### src/rtl/vreg_pkg.sv
// Shared constants, FSM state type and lane-mask helper for the vector
// register bank (vreg_bank / vreg_lane).
package vreg_pkg;

    localparam int VREG_WIDTH = 32;
    localparam int VREG_LANES = 5;
    localparam int VREG_NREGS = 15;
    localparam int VREG_AW    = $clog2(VREG_NREGS);
    localparam int VREG_VLW   = $clog2(VREG_LANES + 1);

    typedef enum logic {
        ST_INIT = 1'b0,
        ST_RUN  = 1'b1
    } state_e;

    // Bits i < min(vl, LANES) set; oversize vl saturates to all lanes.
    function automatic logic [VREG_LANES-1:0] lane_mask(
        input logic [VREG_VLW-1:0] vl
    );
        logic [VREG_LANES-1:0] m;
        m = '0;
        for (int i = 0; i < VREG_LANES; i++) begin
            m[i] = (i < int'(vl));
        end
        return m;
    endfunction

endpackage

### src/rtl/vreg_lane.sv
// One lane column of the vector register bank: NREGS x WIDTH storage,
// one write port, two registered read ports with zero-fill and forwarding.
// Ports: clk, reset_n; i_we/i_waddr/i_wdata write; i_re read strobe;
//   i_ren lane inside read vl; i_ra1/i_ra2 sources; i_fwd1/i_fwd2 take
//   i_wdata instead of storage; o_rd1/o_rd2 registered read data.
module vreg_lane
    import vreg_pkg::*;
#(
    parameter int WIDTH = VREG_WIDTH,
    parameter int NREGS = VREG_NREGS,
    parameter int AW    = VREG_AW
) (
    input  logic             clk,
    input  logic             reset_n,
    input  logic             i_we,
    input  logic [AW-1:0]    i_waddr,
    input  logic [WIDTH-1:0] i_wdata,
    input  logic             i_re,
    input  logic             i_ren,
    input  logic [AW-1:0]    i_ra1,
    input  logic [AW-1:0]    i_ra2,
    input  logic             i_fwd1,
    input  logic             i_fwd2,
    output logic [WIDTH-1:0] o_rd1,
    output logic [WIDTH-1:0] o_rd2
);

    localparam logic [AW:0] LP_NREGS = (AW + 1)'(NREGS);

    logic [WIDTH-1:0] r_mem [NREGS];
    logic [WIDTH-1:0] r_rd1;
    logic [WIDTH-1:0] r_rd2;
    logic [WIDTH-1:0] w_rd1;
    logic [WIDTH-1:0] w_rd2;

    // Storage is cleared by the sweep, not by reset.
    always_ff @(posedge clk) begin
        if (i_we) begin
            r_mem[i_waddr] <= i_wdata;
        end
    end

    // Out-of-range source addresses read as zero.
    always_comb begin
        w_rd1 = '0;
        w_rd2 = '0;
        if ({1'b0, i_ra1} < LP_NREGS) begin
            w_rd1 = r_mem[i_ra1];
        end
        if ({1'b0, i_ra2} < LP_NREGS) begin
            w_rd2 = r_mem[i_ra2];
        end
        if (i_fwd1) begin
            w_rd1 = i_wdata;
        end
        if (i_fwd2) begin
            w_rd2 = i_wdata;
        end
        if (!i_ren) begin
            w_rd1 = '0;
            w_rd2 = '0;
        end
    end

    always_ff @(posedge clk or negedge reset_n) begin
        if (!reset_n) begin
            r_rd1 <= '0;
            r_rd2 <= '0;
        end else if (i_re) begin
            r_rd1 <= w_rd1;
            r_rd2 <= w_rd2;
        end
    end

    assign o_rd1 = r_rd1;
    assign o_rd2 = r_rd2;

endmodule

### src/rtl/vreg_bank.sv
// Vector register file: NREGS regs x LANES lanes x WIDTH bits, handshaked
// masked write, two registered reads, zero sweep after reset and on clr.
// Ports: clk, reset_n (async, low); clr restarts sweep; wr_valid/wr_ready/
//   wr_addr/wr_vl/wr_data write; rd_en/rd_vl/ra1/ra2 read request;
//   rd_valid/rd1_data/rd2_data read result; busy during sweep.
// Option: define VREG_BYPASS_EN to forward a same-cycle accepted write
//   into the read result on the written lanes.
module vreg_bank
    import vreg_pkg::*;
#(
    parameter int WIDTH = VREG_WIDTH,
    parameter int LANES = VREG_LANES,
    parameter int NREGS = VREG_NREGS,
    localparam int AW   = $clog2(NREGS),
    localparam int VLW  = $clog2(LANES + 1)
) (
    input  logic                   clk,
    input  logic                   reset_n,
    input  logic                   clr,
    input  logic                   wr_valid,
    output logic                   wr_ready,
    input  logic [AW-1:0]          wr_addr,
    input  logic [VLW-1:0]         wr_vl,
    input  logic [LANES*WIDTH-1:0] wr_data,
    input  logic                   rd_en,
    input  logic [VLW-1:0]         rd_vl,
    input  logic [AW-1:0]          ra1,
    input  logic [AW-1:0]          ra2,
    output logic                   rd_valid,
    output logic [LANES*WIDTH-1:0] rd1_data,
    output logic [LANES*WIDTH-1:0] rd2_data,
    output logic                   busy
);

    localparam logic [AW:0]   LP_NREGS = (AW + 1)'(NREGS);
    localparam logic [AW-1:0] LP_LAST  = AW'(NREGS - 1);

    state_e           r_state;
    state_e           w_state_nx;
    logic [AW-1:0]    r_idx;
    logic [AW-1:0]    w_idx_nx;
    logic             r_rd_valid;

    logic             w_sweep;
    logic             w_run;
    logic             w_wr_acc;
    logic             w_rd_fire;
    logic [AW-1:0]    w_laddr;
    logic [LANES-1:0] w_wmask;
    logic [LANES-1:0] w_rmask;
    logic [LANES-1:0] w_fwd1;
    logic [LANES-1:0] w_fwd2;

    logic [LANES*WIDTH-1:0] w_rd1_bus;
    logic [LANES*WIDTH-1:0] w_rd2_bus;

    always_ff @(posedge clk or negedge reset_n) begin
        if (!reset_n) begin
            r_state <= ST_INIT;
            r_idx   <= '0;
        end else begin
            r_state <= w_state_nx;
            r_idx   <= w_idx_nx;
        end
    end

    always_comb begin
        w_state_nx = r_state;
        w_idx_nx   = r_idx;
        unique case (r_state)
            ST_INIT: begin
                if (clr) begin
                    w_idx_nx = '0;
                end else if (r_idx == LP_LAST) begin
                    w_state_nx = ST_RUN;
                    w_idx_nx   = '0;
                end else begin
                    w_idx_nx = r_idx + 1'b1;
                end
            end
            ST_RUN: begin
                if (clr) begin
                    w_state_nx = ST_INIT;
                    w_idx_nx   = '0;
                end
            end
            default: begin
                w_state_nx = ST_INIT;
                w_idx_nx   = '0;
            end
        endcase
    end

    assign w_sweep = (r_state == ST_INIT);
    assign w_run   = (r_state == ST_RUN);

    // clr beats a same-cycle write; out-of-range writes are dropped.
    assign w_wr_acc = w_run && wr_valid && !clr
                      && ({1'b0, wr_addr} < LP_NREGS);

    assign w_wmask   = w_wr_acc ? lane_mask(wr_vl) : '0;
    assign w_rmask   = lane_mask(rd_vl);
    assign w_rd_fire = w_run && rd_en;
    assign w_laddr   = w_sweep ? r_idx : wr_addr;

`ifdef VREG_BYPASS_EN
    assign w_fwd1 = w_wmask & {LANES{wr_addr == ra1}};
    assign w_fwd2 = w_wmask & {LANES{wr_addr == ra2}};
`else
    assign w_fwd1 = '0;
    assign w_fwd2 = '0;
`endif

    for (genvar l = 0; l < LANES; l++) begin : g_lane
        vreg_lane #(
            .WIDTH (WIDTH),
            .NREGS (NREGS),
            .AW    (AW)
        ) u_lane (
            .clk     (clk),
            .reset_n (reset_n),
            .i_we    (w_sweep | w_wmask[l]),
            .i_waddr (w_laddr),
            .i_wdata (w_sweep ? '0 : wr_data[l*WIDTH +: WIDTH]),
            .i_re    (w_rd_fire),
            .i_ren   (w_rmask[l]),
            .i_ra1   (ra1),
            .i_ra2   (ra2),
            .i_fwd1  (w_fwd1[l]),
            .i_fwd2  (w_fwd2[l]),
            .o_rd1   (w_rd1_bus[l*WIDTH +: WIDTH]),
            .o_rd2   (w_rd2_bus[l*WIDTH +: WIDTH])
        );
    end

    always_ff @(posedge clk or negedge reset_n) begin
        if (!reset_n) begin
            r_rd_valid <= 1'b0;
        end else begin
            r_rd_valid <= w_rd_fire;
        end
    end

    assign rd_valid = r_rd_valid;
    assign rd1_data = w_rd1_bus;
    assign rd2_data = w_rd2_bus;
    assign busy     = w_sweep;
    assign wr_ready = w_run;

endmodule

### config.mk
export PLATFORM = sky130hd
export DESIGN_NAME = vreg_bank
export DESIGN_NICKNAME = d
export VERILOG_FILES = /design/src/rtl/vreg_pkg.sv /design/src/rtl/vreg_lane.sv /design/src/rtl/vreg_bank.sv
export SDC_FILE = /design/constraint.sdc
export NUM_CORES = 2
export LEC_CHECK = 0
export CORE_MARGIN = 5
export CORE_UTILIZATION = 42
export CTS_CLUSTER_DIAMETER = 200
export DETAILED_ROUTE_END_ITERATION = 10
export PLACE_DENSITY = 0.56
export SETUP_SLACK_MARGIN = 0.2
export SLEW_MARGIN = 20
export SYNTH_ARGS = -nofsm -noshare
export SYNTH_HDL_FRONTEND = slang
export SYNTH_SLANG_ARGS = --single-unit
export TNS_END_PERCENT = 10
### constraint.sdc
create_clock -name clk -period 8.3 [get_ports clk]
set_input_delay 1.66 -clock clk [delete_from_list [all_inputs] [get_ports clk]]
set_output_delay 1.66 -clock clk [all_outputs]
set_load 0.005 [all_outputs]
== Word-level counts from Yosys, hierarchy flattened ==
Memory sizes are Yosys's and may differ from the RTL's.
Index checks and enable logic that the tools add are counted.

* Bits in registers: 326
* Bits in writable memories: 2,400
* Input bits: 183
* Output and inout bits: 323
* Word-level logic and storage cells: 90
* Memories kept: 5

* Add/subtract/negate cells: 1
* Order comparisons: 13
* Equality and inequality tests: 2
* Multiplexer cells: 45
* Bitwise gates (word level): 6
* Reductions and logical operators: 5

{| class="wikitable"
|+ Memories
! memory !! depth !! bits a word !! read ports !! clocked after Yosys merged registers in !! write ports !! RTL line !! text
|-
| g_lane[0].u_lane.r_mem || 15 || 32 || 2 || 0 || 1 || vreg_lane.sv:30 || <nowiki>logic [WIDTH-1:0] r_mem [NREGS];</nowiki>
|-
| g_lane[1].u_lane.r_mem || 15 || 32 || 2 || 0 || 1 || vreg_lane.sv:30 ||
|-
| g_lane[2].u_lane.r_mem || 15 || 32 || 2 || 0 || 1 || vreg_lane.sv:30 ||
|-
| g_lane[3].u_lane.r_mem || 15 || 32 || 2 || 0 || 1 || vreg_lane.sv:30 ||
|-
| g_lane[4].u_lane.r_mem || 15 || 32 || 2 || 0 || 1 || vreg_lane.sv:30 ||
|}

{| class="wikitable"
|+ Operators with widths
! kind !! number
|-
| $mux W32 || 25
|-
| $mux W4 || 4
|-
| $mux W1 || 13
|-
| $lt A1 B3 Y1 const A || 4
|-
| $lt A2 B3 Y1 const A || 4
|-
| $lt A4 B4 Y1 const B || 3
|-
| $pmux W4 S2 || 1
|-
| $lt A3 B3 Y1 const A || 2
|-
| $mux W5 || 1
|-
| $or A1 B1 Y1 || 5
|-
| $add A4 B1 Y4 const B || 1
|-
| $eq A4 B4 Y1 const B || 1
|-
| $logic_and A1 B1 Y1 || 4
|-
| $ne A2 B2 Y1 const B || 1
|-
| $pmux W1 S2 || 1
|-
| $logic_not A1 Y1 || 1
|-
| $not A1 Y1 || 1
|}

== Longest topological paths before layout ==
* Depth after elaboration: 7
* Gate-level depth with buffers: 9
* Gate-level depth less buffers: 6

== By module ==
A second synthesis with hierarchy kept.

* Cells, all modules: 8,824
* Area, all modules: 129,660.6 µm²

{| class="wikitable"
|+ By module, submodules not included
! module !! instances !! cells each !! area an instance (µm²) !! sequential area each (µm²)
|-
| vreg_lane || 5 || 1,718 || 25,624.6 || 16,015.4
|-
| vreg_bank || 1 || 234 || 1,537.7 || 150.1
|}

== Worst setup path before layout ==
Ideal clock, no wire load.

* Path kind: input-to-reg
* Start: in wr_addr[2]
* End: mem g_lane[4].u_lane.r_mem[8][0] (netlist name), enable pin
* Library setup time: 0.421 ns
* Arrival time: 3.830 ns
* Data required time: 7.879 ns
* Path slack: 4.049 ns
* Stages: 5
* Buffers on the path: 1
* Cells stage by stage: nand4_1 nand3b_1 o31a_1 clkbuf_1 nor2_1

* Cells in the longest elaborated chain, start to end: 6
* Elaborated cells on any way between the ends: 7
* Classes of those cells: order compare (1); mux (4); bitwise (1); reduce/logical (1)

{| class="wikitable"
|+ RTL lines
! element !! RTL line !! text
|-
| start, declared || vreg_bank.sv:22 || <nowiki>input logic [AW-1:0] wr_addr,</nowiki>
|-
| $lt A4 B4 Y1 || vreg_bank.sv:99 || <nowiki>&& ({1'b0, wr_addr} < LP_NREGS);</nowiki>
|-
| $logic_and A1 B1 Y1 || vreg_bank.sv:99 ||
|-
| $mux W5 || vreg_bank.sv:101 || <nowiki>assign w_wmask = w_wr_acc ? lane_mask(wr_vl) : '0;</nowiki>
|-
| $or A1 B1 Y1 || vreg_bank.sv:122 || <nowiki>.i_we (w_sweep | w_wmask[l]),</nowiki>
|-
| $mux W1 || vreg_lane.sv:38 || <nowiki>if (i_we) begin</nowiki>
|-
| $mux W1 (not written as such) || vreg_lane.sv:39 || <nowiki>r_mem[i_waddr] <= i_wdata;</nowiki>
|-
| end, declared || vreg_lane.sv:30 ||
|}

Parallel ways exist; a longest one is shown, timed or not.

== Final worst setup path ==
* Start: reg r_state, in the netlist wr_ready
* End: out busy

* Cells in the longest elaborated chain, start to end: 1

{| class="wikitable"
|+ RTL lines
! element !! RTL line !! text
|-
| start, declared || vreg_bank.sv:38 || <nowiki>state_e r_state;</nowiki>
|-
| start signal, assigned || vreg_bank.sv:62 || <nowiki>r_state <= w_state_nx;</nowiki>
|-
| $not A1 Y1 || n/a ||
|-
| end, declared || vreg_bank.sv:32 || <nowiki>output logic busy</nowiki>
|}

No other way between the ends.

==> results.md <==
* CP Capture Type: primary output
* Drt pass-1 iters at 6
* R2R Setup Slk at 3.67 ns
* RSZ-0062 raised after global routing: no
* Hold WS at 0.481 ns
* # resized after CTS at 0
* Mapped cell area at 127000 um^2
* Biggest area consumer among synthesized cells: edfxtp_1
* Critical Path Start: wr_ready
* Top cells by area, synth: edfxtp_1, mux2i_1, dfrtp_1, mux4_2, o22ai_1
* VDD IR-drop max at 0.158 mV
* Die area at 314000 um^2
* Setup WS post-layout at 3.06 ns
* Yosys Warn Count at 0
* Row Count at 202
* Max Cap Viol at 0
* Crit Path Max Fanout at 67
* Height of the chip at 560 um
* EDFF count, synth at 2400
* Setup Viol. Count Final at 0
* Reg clk slew, reported paths at 0.05 ns
* DRC viols at 0
* Fin crit share at 63.1%
* Initial core utilization at 42.1%
* Final core utilization at 48.4%
* FF/Latch Area at between 80000 and 90000 um^2
* Die X at between 500 and 600 um
* Final std cells w/o fill at 13900
* DR iter-0 viols at 8830
* Multi-input logic area at ~43000 um^2
* Outcome: finished clean
* CTS Buffer Depth at 4
* Top_reg_cell synth: edfxtp_1
* Post-DP Area at around 140000 um^2
* Reg2reg start: wr_ready
* Share of the synthesized area in the top cell type at 56.7%
* Worst slew pin tran at 1.16 ns
* Tot GR Track Use at a little over a quarter
* I/O pins at a little over 500
* Worst-Skew Late Latency at 0.93 ns
* Placement Setup Slack at 2.91 ns
* Setup TNS at 0 ns
* GRT Residual Overflow at 0
* Routed Antenna Nets at 0
* Synth-to-Final Area Change at 15.1%
* Drt wl/cell at 31.9 um
* Filler cells at between 20000 and 30000
* Max transition margin at ~23%
* Cell area power density at approximately 210 nW/um^2
* Crit path to: busy
* Slew Viols, Final at 0
* P_leak at 53.8 nW
* Number of global-route vias before repair at slightly below 90000
* WL final at about 440000 um
* Clock skew at 0.0397 ns
* Setup CP Type: reg -> out
* Via Count at 86900
* Setup bufs post-CTS at 0
* NumNets Final at approximately 9800
* CP arrival at about 3.6 ns
* FF-to-FF path depth at 6
* Pin count of the biggest net entering global routing at around 140
* Clock root cell: clkbuf_16
* CTS tree: built
* Syn Nets at roughly 9600
* Synth async-reset ratio at a little under an eighth
* Vias/cell at 6.25
* Finished Cell Area at 146000 um^2
* Core area at between 300000 and 400000 um^2
* Synth cell types at 45
* Tmin final at approximately 5.2 ns
* Syn Area/Cell at 13.6 um^2
* Final GP Congestion at 0.799
* R2r endpoint: g_lane[0].u_lane.r_mem[8][27]
* Initial antenna violation count at 24
* Hold crit path type: reg -> reg
* WP data required at 6.64 ns
* CTS Buf Count at 306
* Synthesized instance count at 9379
* IO buf count at 505
* Placed instance count at between 10000 and 15000
* Dpl hpwl at 238000 um
* FMAX at 0.191 GHz
* Sequential share of the synthesized area at 63.1%
* Power, Total at 31.4 mW
* Fin. Hold Viols at 0
* Startpoint types: flip-flop
* H-tree depth at 5
* Synthesis-stage register bit count at 2726
* CTS Hold Bufs at 0
* Layout cells sized above 1 at 9.06%
* Global-route wire length before repair at 629000 um
* Clk sinks at approximately 2700
cell usage after synthesis (128+ instances only):
| master | n |
|---|---|
| o31ai_1 | 129 |
| clkbuf_1 | 433 |
| nand2b_1 | 134 |
| and2_1 | 160 |
| nor4_1 | 128 |
| nor2_1 | 722 |
| o21ai_0 | 485 |
| nand2_1 | 473 |
| a211oi_1 | 320 |
| o211a_1 | 128 |
| mux2i_1 | 1760 |
| buf_2 | 210 |
| mux4_2 | 160 |
| o41ai_1 | 160 |
| inv_1 | 198 |
| edfxtp_1 | 2400 |
| a21oi_1 | 167 |
| o22ai_1 | 481 |
| nor2b_1 | 162 |
| dfrtp_1 | 326 |
final cells by class:
| type | instances | share of cell area [%] |
|---|---|---|
| antenna | 15 | 0.0256 |
| sequential | 2726 | 54.8 |
| timing repair buffer | 712 | 4.82 |
| clock buffer | 447 | 5.93 |
| multi-input combinational | 5699 | 29.7 |
| inverter | 199 | 0.520 |
| tap | 3978 | 3.40 |
| clock inverter | 119 | 0.869 |
report_power, final:
part	total [mW]	leakage, nW	switching [mW]	internal (mW)
logic	2.59	21.6	1.65	0.941
clock network	13.5	4.83	5.55	7.94
registers	15.3	27.4	0.209	15.1
total	31.4	53.8	7.41	24.0
registers in the layout, indices dropped and copies added, names as in the netlist:
| register | cells |
|---|---|
| rd_valid | 1 |
| wr_ready | 1 |
| r_idx | 4 |
| g_lane.u_lane.o_rd2 | 160 |
| g_lane.u_lane.r_mem | 2400 |
| g_lane.u_lane.o_rd1 | 160 |
layer usage:
metal	track usage, %	wire length, um
met2	42.9	203000
met1	38.4	187000
met4	9.22	15900
met3	4.81	37600
met5	0	7
worst max-delay path, stage by stage (launching register included):
cell and delay, ns:
dfrtp_4 0.91, buf_4 0.78, inv_1 0.24, clkdlybuf4s50_1 0.70
kinds of logic (layout without fill, tap and decap cells):
kind of cell	Yosys count	in the layout	share of synthesized area (%)
flops	2726	2726	63.1
mux	1920	1920	16.7
buf+inv	954	1477	3.31
fa+ha+maj	2	2	0.0197
simple gates	1830	1830	6.68
compound gates	1947	1947	10.2
other cells	0	15	0
worst min path at each step:
stage                                    start                         end  slack, ns  depth (start not counted)
floorplan            g_lane[0].u_lane.o_rd1[0]   g_lane[0].u_lane.o_rd1[0]       0.47                          2
global placement    g_lane[4].u_lane.o_rd1[23]  g_lane[4].u_lane.o_rd1[23]       0.47                          2
detailed placement  g_lane[4].u_lane.o_rd1[23]  g_lane[4].u_lane.o_rd1[23]       0.47                          2
CTS                 g_lane[4].u_lane.o_rd1[23]  g_lane[4].u_lane.o_rd1[23]       0.49                          2
global route        g_lane[0].u_lane.o_rd1[23]  g_lane[0].u_lane.o_rd1[23]       0.51                          2
finish              g_lane[4].u_lane.o_rd1[12]  g_lane[4].u_lane.o_rd1[12]       0.48                          2
cell usage in the layout (no fill, tap or decap), drive strengths merged, types with 4 or more instances in the layout:
cell,count
o21ai,485
and2,160
edfxtp,2400
clkinv,81
bufinv,21
inv,209
clkbuf,447
a211oi,320
and3,4
nand2,473
a32o,33
o21a,4
buf,216
nand2b,134
clkinvlp,7
mux4,160
o22ai,481
a21oi,167
diode,15
mux2i,1760
clkdlybuf4s50,496
nor2b,162
o31ai,129
o221ai,32
o211a,128
o41ai,160
nor2,722
or4,32
nor4,128
dfrtp,326
No activity file was read; power rests on OpenSTA's default activity.
